[config.mk]
export PLATFORM = sky130hd
export DESIGN_NAME = mem_port_arbiter
export DESIGN_NICKNAME = d
export VERILOG_FILES = /design/src/rtl/mem_arb_pkg.sv /design/src/rtl/mem_arb_wdog.sv /design/src/rtl/mem_port_arbiter.sv
export SDC_FILE = /design/constraint.sdc
export NUM_CORES = 1
export LEC_CHECK = 0
export ABC_CLOCK_PERIOD_IN_PS = 2950
export BUFFER_PORTS_ARGS = -buffer_cell sky130_fd_sc_hd__buf_2
export CORE_AREA = 2 2 107 109
export DETAILED_ROUTE_END_ITERATION = 8
export DIE_AREA = 0 0 109 111
export PLACE_DENSITY = 0.52
export REMOVE_ABC_BUFFERS = 1
export SYNTH_ARGS = -nofsm -noshare
export SYNTH_HDL_FRONTEND = slang
export SYNTH_SLANG_ARGS = --single-unit
[constraint.sdc]
create_clock -name clk -period 2.95 [get_ports clk]
set_input_delay 0.59 -clock clk [delete_from_list [all_inputs] [get_ports clk]]
set_output_delay 0.59 -clock clk [all_outputs]
set_load 0.02 [all_outputs]
[src/rtl/mem_arb_pkg.sv]
// Shared encodings for the unified-memory port arbiter and its watchdog.
// Latency: n/a (types and constants only).
// Backpressure: n/a.
package mem_arb_pkg;

    // Arbiter FSM encodings; IDLE sits between every pair of grants.
    typedef enum logic [1:0] {
        IDLE  = 2'd0,
        FETCH = 2'd1,
        DATA  = 2'd2
    } arb_state_t;

    // Instruction fetches always read a full word.
    localparam logic [3:0] MEM_BE_ALL = 4'hF;

endpackage

[src/rtl/mem_arb_wdog.sv]
// Watchdog for an outstanding memory access: flags expiry after LIMIT busy cycles.
// Latency: expired rises combinationally in the LIMIT-th cycle with run=1 since the last clear.
// Backpressure: none; the counter stops at the limit until cleared.
module mem_arb_wdog
    import mem_arb_pkg::*;
#(
    parameter int LIMIT = 255
) (
    input  logic clk,
    input  logic reset,
    input  logic clear,
    input  logic run,
    output logic expired
);

    localparam int                CNT_W = $clog2(LIMIT + 1);
    localparam logic [CNT_W-1:0] LAST  = CNT_W'(LIMIT - 1);

    logic [CNT_W-1:0] cnt;

    // cnt holds the number of completed busy cycles, so the current cycle is cnt+1.
    assign expired = run && (cnt == LAST);

    // Count busy cycles; restart on each grant and hold once the limit is hit.
    always_ff @(posedge clk) begin
        if (reset || clear) begin
            cnt <= '0;
        end else if (run && !expired) begin
            cnt <= cnt + 1'b1;
        end
    end

endmodule

[src/rtl/mem_port_arbiter.sv]
// Shares one single-ported memory between instruction fetch and load/store; drives PC stall.
// Latency: registered grant, ack in the mem_ready cycle (min 1 cycle, one transfer per 2 cycles).
// Backpressure: requesters hold req until ack; stall holds the PC while any request is unacked.
// Optional: define MEM_ARB_TIMEOUT_EN to add a TIMEOUT_CYCLES watchdog that acks with err=1.
module mem_port_arbiter
    import mem_arb_pkg::*;
#(
    parameter int MAX_DATA_RUN   = 4,
    parameter int TIMEOUT_CYCLES = 255
) (
    input  logic        clk,
    input  logic        reset,

    input  logic        if_req,
    input  logic [31:0] if_addr,
    output logic [31:0] if_rdata,
    output logic        if_ack,

    input  logic        d_req,
    input  logic        d_we,
    input  logic [3:0]  d_be,
    input  logic [31:0] d_addr,
    input  logic [31:0] d_wdata,
    output logic [31:0] d_rdata,
    output logic        d_ack,

    output logic        err,
    output logic        stall,

    output logic        mem_req,
    output logic        mem_we,
    output logic [3:0]  mem_be,
    output logic [31:0] mem_addr,
    output logic [31:0] mem_wdata,
    input  logic [31:0] mem_rdata,
    input  logic        mem_ready
);

    localparam int               RUN_W   = $clog2(MAX_DATA_RUN + 1);
    localparam logic [RUN_W-1:0] RUN_MAX = RUN_W'(MAX_DATA_RUN);

    arb_state_t       state;
    logic [RUN_W-1:0] run_cnt;
    logic             starve;
    logic             busy;
    logic             timeout_hit;
    logic             fetch_done;
    logic             data_done;

    // Fetch has waited through a full run of data grants: it takes the next slot.
    assign starve = (run_cnt == RUN_MAX) && if_req;
    assign busy   = (state == FETCH) || (state == DATA);

`ifdef MEM_ARB_TIMEOUT_EN
    logic wdog_clear;

    // Idle is visited before every grant, so clearing there restarts the count per access.
    assign wdog_clear = (state == IDLE);

    mem_arb_wdog #(
        .LIMIT (TIMEOUT_CYCLES)
    ) u_wdog (
        .clk     (clk),
        .reset   (reset),
        .clear   (wdog_clear),
        .run     (busy),
        .expired (timeout_hit)
    );
`else
    // No watchdog: an access waits on mem_ready forever. The parameter is
    // referenced only so both builds present the same interface.
    assign timeout_hit = 1'b0 && (TIMEOUT_CYCLES > 0);
`endif

    // A real mem_ready always wins over a coincident timeout.
    assign fetch_done = (state == FETCH) && (mem_ready || timeout_hit);
    assign data_done  = (state == DATA)  && (mem_ready || timeout_hit);

    // Grant FSM: data first unless fetch is starving; run_cnt tracks consecutive data grants.
    always_ff @(posedge clk) begin
        if (reset) begin
            state   <= IDLE;
            run_cnt <= '0;
        end else begin
            case (state)
                IDLE: begin
                    if (d_req && !starve) begin
                        state <= DATA;
                        if (!if_req) begin
                            run_cnt <= '0;
                        end else if (run_cnt != RUN_MAX) begin
                            run_cnt <= run_cnt + 1'b1;
                        end
                    end else if (if_req) begin
                        state   <= FETCH;
                        run_cnt <= '0;
                    end
                end
                FETCH: begin
                    if (fetch_done) begin
                        state <= IDLE;
                    end
                end
                DATA: begin
                    if (data_done) begin
                        state <= IDLE;
                    end
                end
                default: state <= IDLE;
            endcase
        end
    end

    // Memory-side request fields follow the granted requester; zero when idle.
    always_comb begin
        mem_req   = 1'b0;
        mem_we    = 1'b0;
        mem_be    = '0;
        mem_addr  = '0;
        mem_wdata = '0;
        case (state)
            FETCH: begin
                mem_req  = 1'b1;
                mem_be   = MEM_BE_ALL;
                mem_addr = if_addr;
            end
            DATA: begin
                mem_req   = 1'b1;
                mem_we    = d_we;
                mem_be    = d_be;
                mem_addr  = d_addr;
                mem_wdata = d_wdata;
            end
            default: ;
        endcase
    end

    assign if_ack   = fetch_done;
    assign d_ack    = data_done;
    assign err      = busy && timeout_hit && !mem_ready;

    // Read data only passes on a genuine completion; a timeout returns zero.
    assign if_rdata = ((state == FETCH) && mem_ready) ? mem_rdata : '0;
    assign d_rdata  = ((state == DATA)  && mem_ready) ? mem_rdata : '0;

    assign stall    = (if_req && !if_ack) || (d_req && !d_ack);

endmodule

# Word-level counts from Yosys, hierarchy flattened
# Cells that the tools add are included.
# Widths: inputs -> output; s select.
# totals
ff_bits,5
# op_classes
add_sub_neg,1
eq_ne,8
mux,16
reduce_logical,15
# op_table
operator,count
$mux 32,3
$pmux 32 s2,1
$mux 3,4
$mux 2,4
$pmux 4 s2,1
$logic_and 1x1->1,6
$ne 3x3->1 const B,2
$pmux 2 s3,1
$reduce_and 3->1,2
$ne 2x2->1 const B,2
$add 3x1->3 const B,1
$eq 3x3->1 const B,1
$logic_not 1->1,3
$ne 3x2->1 const B,1
$eq 2x1->1 const B,1
$eq 2x2->1 const B,1
$logic_not 2->1,1
$mux 1,2
$reduce_bool 2->1,1
$reduce_or 2->1,1
$logic_or 1x1->1,1

# Logic depth before layout (Yosys ltp)
# Gate-level depths: netlist (run 1).
# logic_depth
depth_word,6
ltp_mapped,6

# Least setup slack after synthesis (run 1)
# No wires, ideal clock.
# synth_timing
kind,reg-to-output
startpoint,register state[0]
endpoint,output port mem_addr[10]
arrival_ns,1.443
slack_ns,0.917
path_stages_with_launch,5
path_cell_list,dfxtp_1 inv_1 ha_1 clkbuf_1 nor2b_1
# synth_via
elab_chain_len,2
word_cells_on_any_way,3
# synth_rtl
element,line,text
from (decl),mem_port_arbiter.sv:42,arb_state_t state;
from (signal assigned),mem_port_arbiter.sv:82,state <= IDLE;
from (signal assigned),mem_port_arbiter.sv:88,state <= DATA;
from (signal assigned),mem_port_arbiter.sv:95,state <= FETCH;
$eq 2x2->1 or $eq 2x1->1 (tied branches),mem_port_arbiter.sv:121,case (state)
$pmux 32 s2 (*),mem_port_arbiter.sv:121,
to (decl),mem_port_arbiter.sv:33,"output logic [31:0] mem_addr,"
# Every way passes the cells marked *; elsewhere a longest branch is shown, timed or not.

# Worst setup path after layout (run 1)
# layout_timing
startpoint,register state[0]
endpoint,output port mem_addr[28]
# The elaborated chain is that of the path after synthesis.

==> reports/qor.csv, run 1 <==
stage,metric,value,unit
outcome,status,completed,
die,die_area,12100,sq um
clock_tree,cts.sink_count,5,
yosys,yosys.area.top_type,and3_1,
yosys,yosys.area.top_type_share,25.3,%
detailed_routing,drt-total-wl,8330,um
yosys,ys.flop_type,dfxtp_1,
placed_design,place_congestion,0.835,
setup_path,worstPathRequired,2.36,ns
clock_tree,cts_tree,built,
setup_path,path_buf_inv,3,
setup_path,slowest_delay,0.40,ns
cells_and_area,drive_gt1_share,57.4,%
pwr,p_leak,2.05,nW
setup_path,r2r_slack,1.37,ns
yosys,ys_ff_latch,5,
setup_path,path_delay_family,buffers and inverters,
clock_tree,clock_path_buffers,2,
cells_and_area,multi_input_area,1320,sq um
detailed_routing,drtIter0Drc,144,
placed_design,dp_cells,634,
yosys,yosysMostFrequentCell,and3_1,
die,start_util,14.3,%
pwr,powerDensity,265,nW/um^2
sta,relSlewSlack,46.2,%
setup_path,path_class,flop to primary output,
sta,slew_violations,0,
sta,max_freq,429,MHz
yosys,synth_edf_count,0,
setup_path,rr_worst_depth,6,
clock_tree,cts_root_buffer,clkbuf_16,
die,dieHeight,111,um
die,core_area,11100,sq um
sta,layout_setup_ws,0.617,ns
sta,tightest_slew,0.807,ns
global_routing,overflow,0,
clock_tree,post_cts_resize_count,0,
placed_design,dp_hpwl,6670,um
sta,finalHoldViolCount,0,
setup_path,end_kind,primary output,
placed_design,io_buffers,274,
pwr,p_total,0.000823,W
cells_and_area,antenna_cells,0,
detailed_routing,ant_nets,0,
cells_and_area,final-seq-area,100,sq um
yosys,syn_area,1580,sq um
setup_path,cp_cell_sequence,"inv_1, ha_2, buf_4, a22oi_1, nor2b_1, buf_2",
cells_and_area,utilization,28.0,%
setup_path,start_kind,flop,
global_routing,grt_pass1_wl,11800,um
yosys,yosysWarnings,0,
yosys,async_flop_share,0,%
cells_and_area,nFillCells,1229,
cells_and_area,fin_cells,638,
setup_path,cp_slowest_cell,buf_4,
run,cap_violations,0,
sta,final.period_utilization,79.1,%
clock_tree,ctsHoldBuffers,0,
sta,fin_skew,0.000448,ns
yosys,synth_area_leaders,"and3_1, a22oi_1, and2_1",
hold_path,min_path_cells,2,
yosys,syn_avg_cell_area,6.54,sq um
sta,fin_crit,2.33,ns
clock_tree,clk_latency,0.23,ns
detailed_routing,drcViolationCount,0,
clock_tree,clk_pin_slew_worst_paths,0.03,ns
detailed_routing,viasPerCell,4.31,
detailed_routing,drtPass1Iterations,4,
die,die_x,109,um
setup_path,crit_arrival,1.74,ns
die,rows,39,
hold_path,hp-class,flop to flop,
detailed_routing,vias,2750,
sta,setup_viol,0,
cells_and_area,area_growth,96.3,%
pwr,peakVddDrop,0.154,mV
global_routing,grt_max_degree,68,
setup_path,cp_num_cells,6,
yosys,synth_cell_types,24,
cells_and_area,final_nets,639,
yosys,synth-seq-area-share,6.32,%
yosys,synthTopCellsByCount,"and3_1, and2_1, nor2b_1, a22oi_1, clkbuf_1",
global_routing,antenna_found_initial,0,
clock_tree,cts_setup_buffers,0,
placed_design,dp_slack,0.698,ns
yosys,postSynthCellCount,242,
global_routing,grt_pass1_vias,2350,
die,boundaryPins,276,
setup_path,worstPathMaxFanout,52,
detailed_routing,wl_per_cell,13.1,um
clock_tree,htree_levels,1,
clock_tree,cts_buffers,3,
global_routing,grt_usage,12.0,%
sta,rsz0062_at_grt,no,
[worst register-to-register path, stage by stage, from the launching register on]
cell     delay, ns
dfxtp_1       0.35
inv_1         0.07
ha_2          0.19
buf_4         0.25
o21ba_1       0.27
a211o_1       0.27
a21oi_1       0.11
[final cells by class]
cell class                      count  area share [%]
Clock buffer                        4            2.54
Inverter                            6           0.725
Multi-Input combinational cell    201            42.4
Sequential cell                     5            3.22
Tap cell                          143            5.76
Timing Repair Buffer              279            45.3
[path summary, 6_finish.rpt]
check            endpoint        from
max          mem_addr[28]    state[0]
max reg2reg      state[0]    state[0]
min            run_cnt[1]  run_cnt[1]
min reg2reg    run_cnt[1]  run_cnt[1]
[layer usage]
metal  GRT usage, %  share of wire, %  vias to the layer above
met3           2.23               8.3                        5
li1               -                 -                     1356
met4           1.88              0.83                        0
met1           13.3                37                     1264
met5              0                 0                        -
met2           23.3                53                      125
[report_power, final]
part / internal, W / total, W / switching, W / leakage [nW]
registers: 0.0000720 / 0.0000750 / 0.00000295 / 0.0408
clock network: 0.000179 / 0.000224 / 0.0000450 / 0.0382
logic: 0.000216 / 0.000524 / 0.000308 / 1.97
[cell usage in the layout, fill, tap and decap left out]
| cell type | instances |
|---|---|
| o21ba_1 | 1 |
| and2_1 | 36 |
| nor2b_1 | 36 |
| o22ai_1 | 1 |
| buf_4 | 5 |
| nand4_1 | 2 |
| nand3_1 | 1 |
| a21oi_1 | 9 |
| clkbuf_1 | 1 |
| and3_1 | 64 |
| dfxtp_1 | 5 |
| a22oi_1 | 32 |
| o21ai_0 | 4 |
| a211o_1 | 1 |
| nand2_1 | 4 |
| clkbuf_16 | 3 |
| inv_1 | 6 |
| ha_1 | 3 |
| and3b_1 | 1 |
| conb_1 | 1 |
| ha_2 | 2 |
| nand4b_1 | 1 |
| buf_2 | 274 |
| nor3b_1 | 2 |
[state kept, by name (all words and copies together), names as in the netlist]
| register | cells |
|---|---|
| run_cnt | 3 |
| state | 2 |
[logic make-up after synthesis]
family / Yosys count / synth area share, %
adder cells (fa/ha/maj): 5 / 3.95
AO/OA/AOI/OAI: 48 / 20.9
buffers and inverters: 36 / 10.8
flip-flops: 5 / 6.32
other: 1 / 0.237
AND/OR/NAND/NOR: 147 / 57.9
[through the flow]
| stage | hold slack [ns] | instance area, sq um | setup TNS [ns] |
|---|---|---|---|
| CTS | 0.477 | 3110 | 0 |
| finish | 0.479 | 3110 | 0 |
| detailed placement | 0.474 | 3030 | 0 |
| global placement | 0.464 | 3030 | 0 |
| global route | 0.498 | 3110 | 0 |
| floorplan | 0.443 | 1440 | -0.581 |
No activity file was read; power rests on OpenSTA's default activity.
==> run 2: changes to the inputs <==
- ABC_CLOCK_PERIOD_IN_PS: 2950 -> 2300
- CORE_AREA: 2 2 107 109 -> 2 2 108 110
- DIE_AREA: 0 0 109 111 -> 0 0 110 112
- PLACE_DENSITY: 0.52 -> 0.51
- clock period: 2.95 -> 2.3 ns (I/O delays scaled with it)
==> run 2 against run 1 <==
Against the previous run: sequential share of layout area hardly changed; routed wire length fell by 1.9%; clock skew barely moved; global-route usage decreased by 0.56 points; critical path depth is the same; core utilization barely moved; sequential power rose by 28%; hold slack lost 0.022 ns; critical path type unchanged; largest power group unchanged; highest routed layer unchanged.
==> reports/qor.csv, run 2 (same netlist as run 1, synthesis figures left out) <==
stage,metric,value,unit,change
die,core_area,11200,sq um,was 11100 sq um
pwr,pwr-share-clk,27.5,%,was 27.2%
placed_design,dp_hpwl,6650,um,was 6670 um
clock_tree,cts_tree,built,,unchanged
sta,rsz0062_at_grt,no,,unchanged
clock_tree,clock_path_buffers,2,,unchanged
setup_path,path_class,flop to primary output,,unchanged
placed_design,place_congestion,0.779,,was 0.835
clock_tree,cts.sink_count,5,,unchanged
die,boundaryPins,276,,unchanged
sta,fin_crit,2.05,ns,
cells_and_area,final-seq-area,100,sq um,unchanged
cells_and_area,largest_reg_flops,3,,unchanged
run,cap_violations,0,,unchanged
sta,setup_viol,0,,unchanged
sta,slew_violations,0,,unchanged
sta,relSlewSlack,63.4,%,was 46.2%
sta,tightest_slew,0.543,ns,was 0.807 ns
setup_path,crit_arrival,1.59,ns,was 1.74 ns
cells_and_area,fin_cells,639,,was 638
cells_and_area,nFillCells,1232,,was 1229
outcome,status,completed,,unchanged
global_routing,grt_usage,11.4,%,was 12.0%
clock_tree,htree_levels,1,,unchanged
clock_tree,clk_latency,0.23,ns,about the same
cells_and_area,drive_gt1_share,57.5,%,was 57.4%
cells_and_area,antenna_cells,0,,unchanged
die,die_area,12300,sq um,was 12100 sq um
die,rows,39,,unchanged
global_routing,grt_max_degree,55,,was 68
pwr,powerDensity,340,nW/um^2,was 265 nW/um^2
pwr,switching_share,42.9,%,was 43.2%
pwr,p_total,0.00106,W,was 0.000823 W
pwr,p_seq_share,9.1,%,about the same
detailed_routing,viasPerCell,4.23,,was 4.31
cells_and_area,final_nets,640,,was 639
detailed_routing,vias,2702,,was 2750
cells_and_area,largest_registers,"run_cnt (3), state (2)",,unchanged
setup_path,end_kind,primary output,,unchanged
detailed_routing,drcViolationCount,0,,unchanged
global_routing,overflow,0,,unchanged
hold_path,hp-class,primary input to flop,,was flop to flop
clock_tree,clk_pin_slew_worst_paths,0.03,ns,about the same
die,die_x,110,um,was 109 um
pwr,combPwrFrac,63.5,%,was 63.7%
global_routing,grt_pass1_vias,2442,,was 2350
clock_tree,cts_root_buffer,clkbuf_16,,unchanged
cells_and_area,multi_input_area,1320,sq um,unchanged
cells_and_area,layout_common_cells,"buf_2, and3_1, nor2b_1, and2_1, a22oi_1",,unchanged
clock_tree,cts_buffers,3,,unchanged
clock_tree,cts_setup_buffers,0,,unchanged
detailed_routing,drt-total-wl,8170,um,was 8330 um
cells_and_area,final_common_cell,buf_2,,unchanged
global_routing,grt_pass1_wl,11500,um,was 11800 um
sta,final.period_utilization,89.1,%,
cells_and_area,top_register,run_cnt,,unchanged
cells_and_area,area_growth,97.8,%,was 96.3%
detailed_routing,drtIter0Drc,113,,was 144
pwr,peakVddDrop,0.391,mV,was 0.154 mV
detailed_routing,wl_per_cell,12.8,um,was 13.1 um
setup_path,worstPathRequired,1.84,ns,was 2.36 ns
setup_path,start_kind,flop,,unchanged
global_routing,antenna_found_initial,0,,unchanged
clock_tree,post_cts_resize_count,0,,unchanged
placed_design,io_buffers,274,,unchanged
detailed_routing,ant_nets,0,,unchanged
sta,fin_skew,0.000922,ns,was 0.000448 ns
sta,max_freq,488,MHz,
detailed_routing,drtPass1Iterations,4,,unchanged
setup_path,worstPathMaxFanout,33,,was 52
pwr,p_leak,2.06,nW,was 2.05 nW
die,start_util,14.2,%,was 14.3%
clock_tree,ctsHoldBuffers,0,,unchanged
sta,finalHoldViolCount,0,,unchanged
pwr,p_switching,0.000457,W,was 0.000356 W
die,dieHeight,112,um,was 111 um
pwr,cellInternalPower,0.000607,W,was 0.000467 W
placed_design,dp_cells,635,,was 634
## run 2: cell types whose count changed in the layout (fill, tap and decap cells not counted)
cell    delta
buf_6      +1
buf_4      -1
buf_12     +1
## run 2: layout make-up
| class | instances | share of cell area, % |
|---|---|---|
| Multi-Input combinational cell | 201 | 42.1 |
| Inverter | 6 | 0.719 |
| Tap cell | 143 | 5.72 |
| Timing Repair Buffer | 280 | 45.8 |
| Sequential cell | 5 | 3.20 |
| Clock buffer | 4 | 2.52 |
## run 2: through the flow
| step | util (%) | instance area [sq um] | TNS (ns) | hold WS, ns | worst slack, ns |
|---|---|---|---|---|---|
| 6_report | 28.0 | 3130 | 0 | 0.457 | 0.251 |
| 5_1_grt | 28.0 | 3130 | 0 | 0.472 | 0.100 |
| 4_1_cts | 28.0 | 3130 | 0 | 0.455 | 0.138 |
| 3_5_place_dp | 27.3 | 3050 | 0 | 0.479 | 0.369 |
| 3_3_place_gp | 27.3 | 3050 | 0 | 0.461 | 0.386 |
| 2_1_floorplan | - | 1440 | -41.43 | 0.443 | -0.538 |
## run 2: critical path: stages (launching register included)
cell	delay, ns
dfxtp_1	0.32
inv_1	0.08
ha_2	0.17
buf_4	0.32
and2_1	0.21
o22ai_1	0.09
buf_2	0.16
## run 2: worst paths after layout
kind	from	endpoint	slack [ns]	cells past startpoint
worst max-delay path	state[1]	stall	0.25	6
worst min-delay path	reset	run_cnt[1]	0.46	2
worst max register to register	state[0]	state[0]	0.78	6
worst min register to register	run_cnt[0]	run_cnt[0]	0.48	2
## run 2: layer usage
| layer | routed length [um] | vias to the layer above | track usage [%] |
|---|---|---|---|
| li1 | - | 1358 | - |
| met2 | 4250 | 124 | 21.6 |
| met4 | 76 | 0 | 2.19 |
| met5 | 0 | - | 0 |
| met1 | 3210 | 1213 | 13.6 |
| met3 | 639 | 7 | 1.11 |
## run 2: power groups by stage
stage	Clock, W	Combinational, W	Sequential [W]
finish	0.000292	0.000675	0.0000963
global route	0.000302	0.000740	0.0000971
CTS	0.000296	0.000679	0.0000964
detailed placement	0	0.000679	0.0000976
global placement	0	0.000665	0.0000973
floorplan	0	0.000371	0.0000963
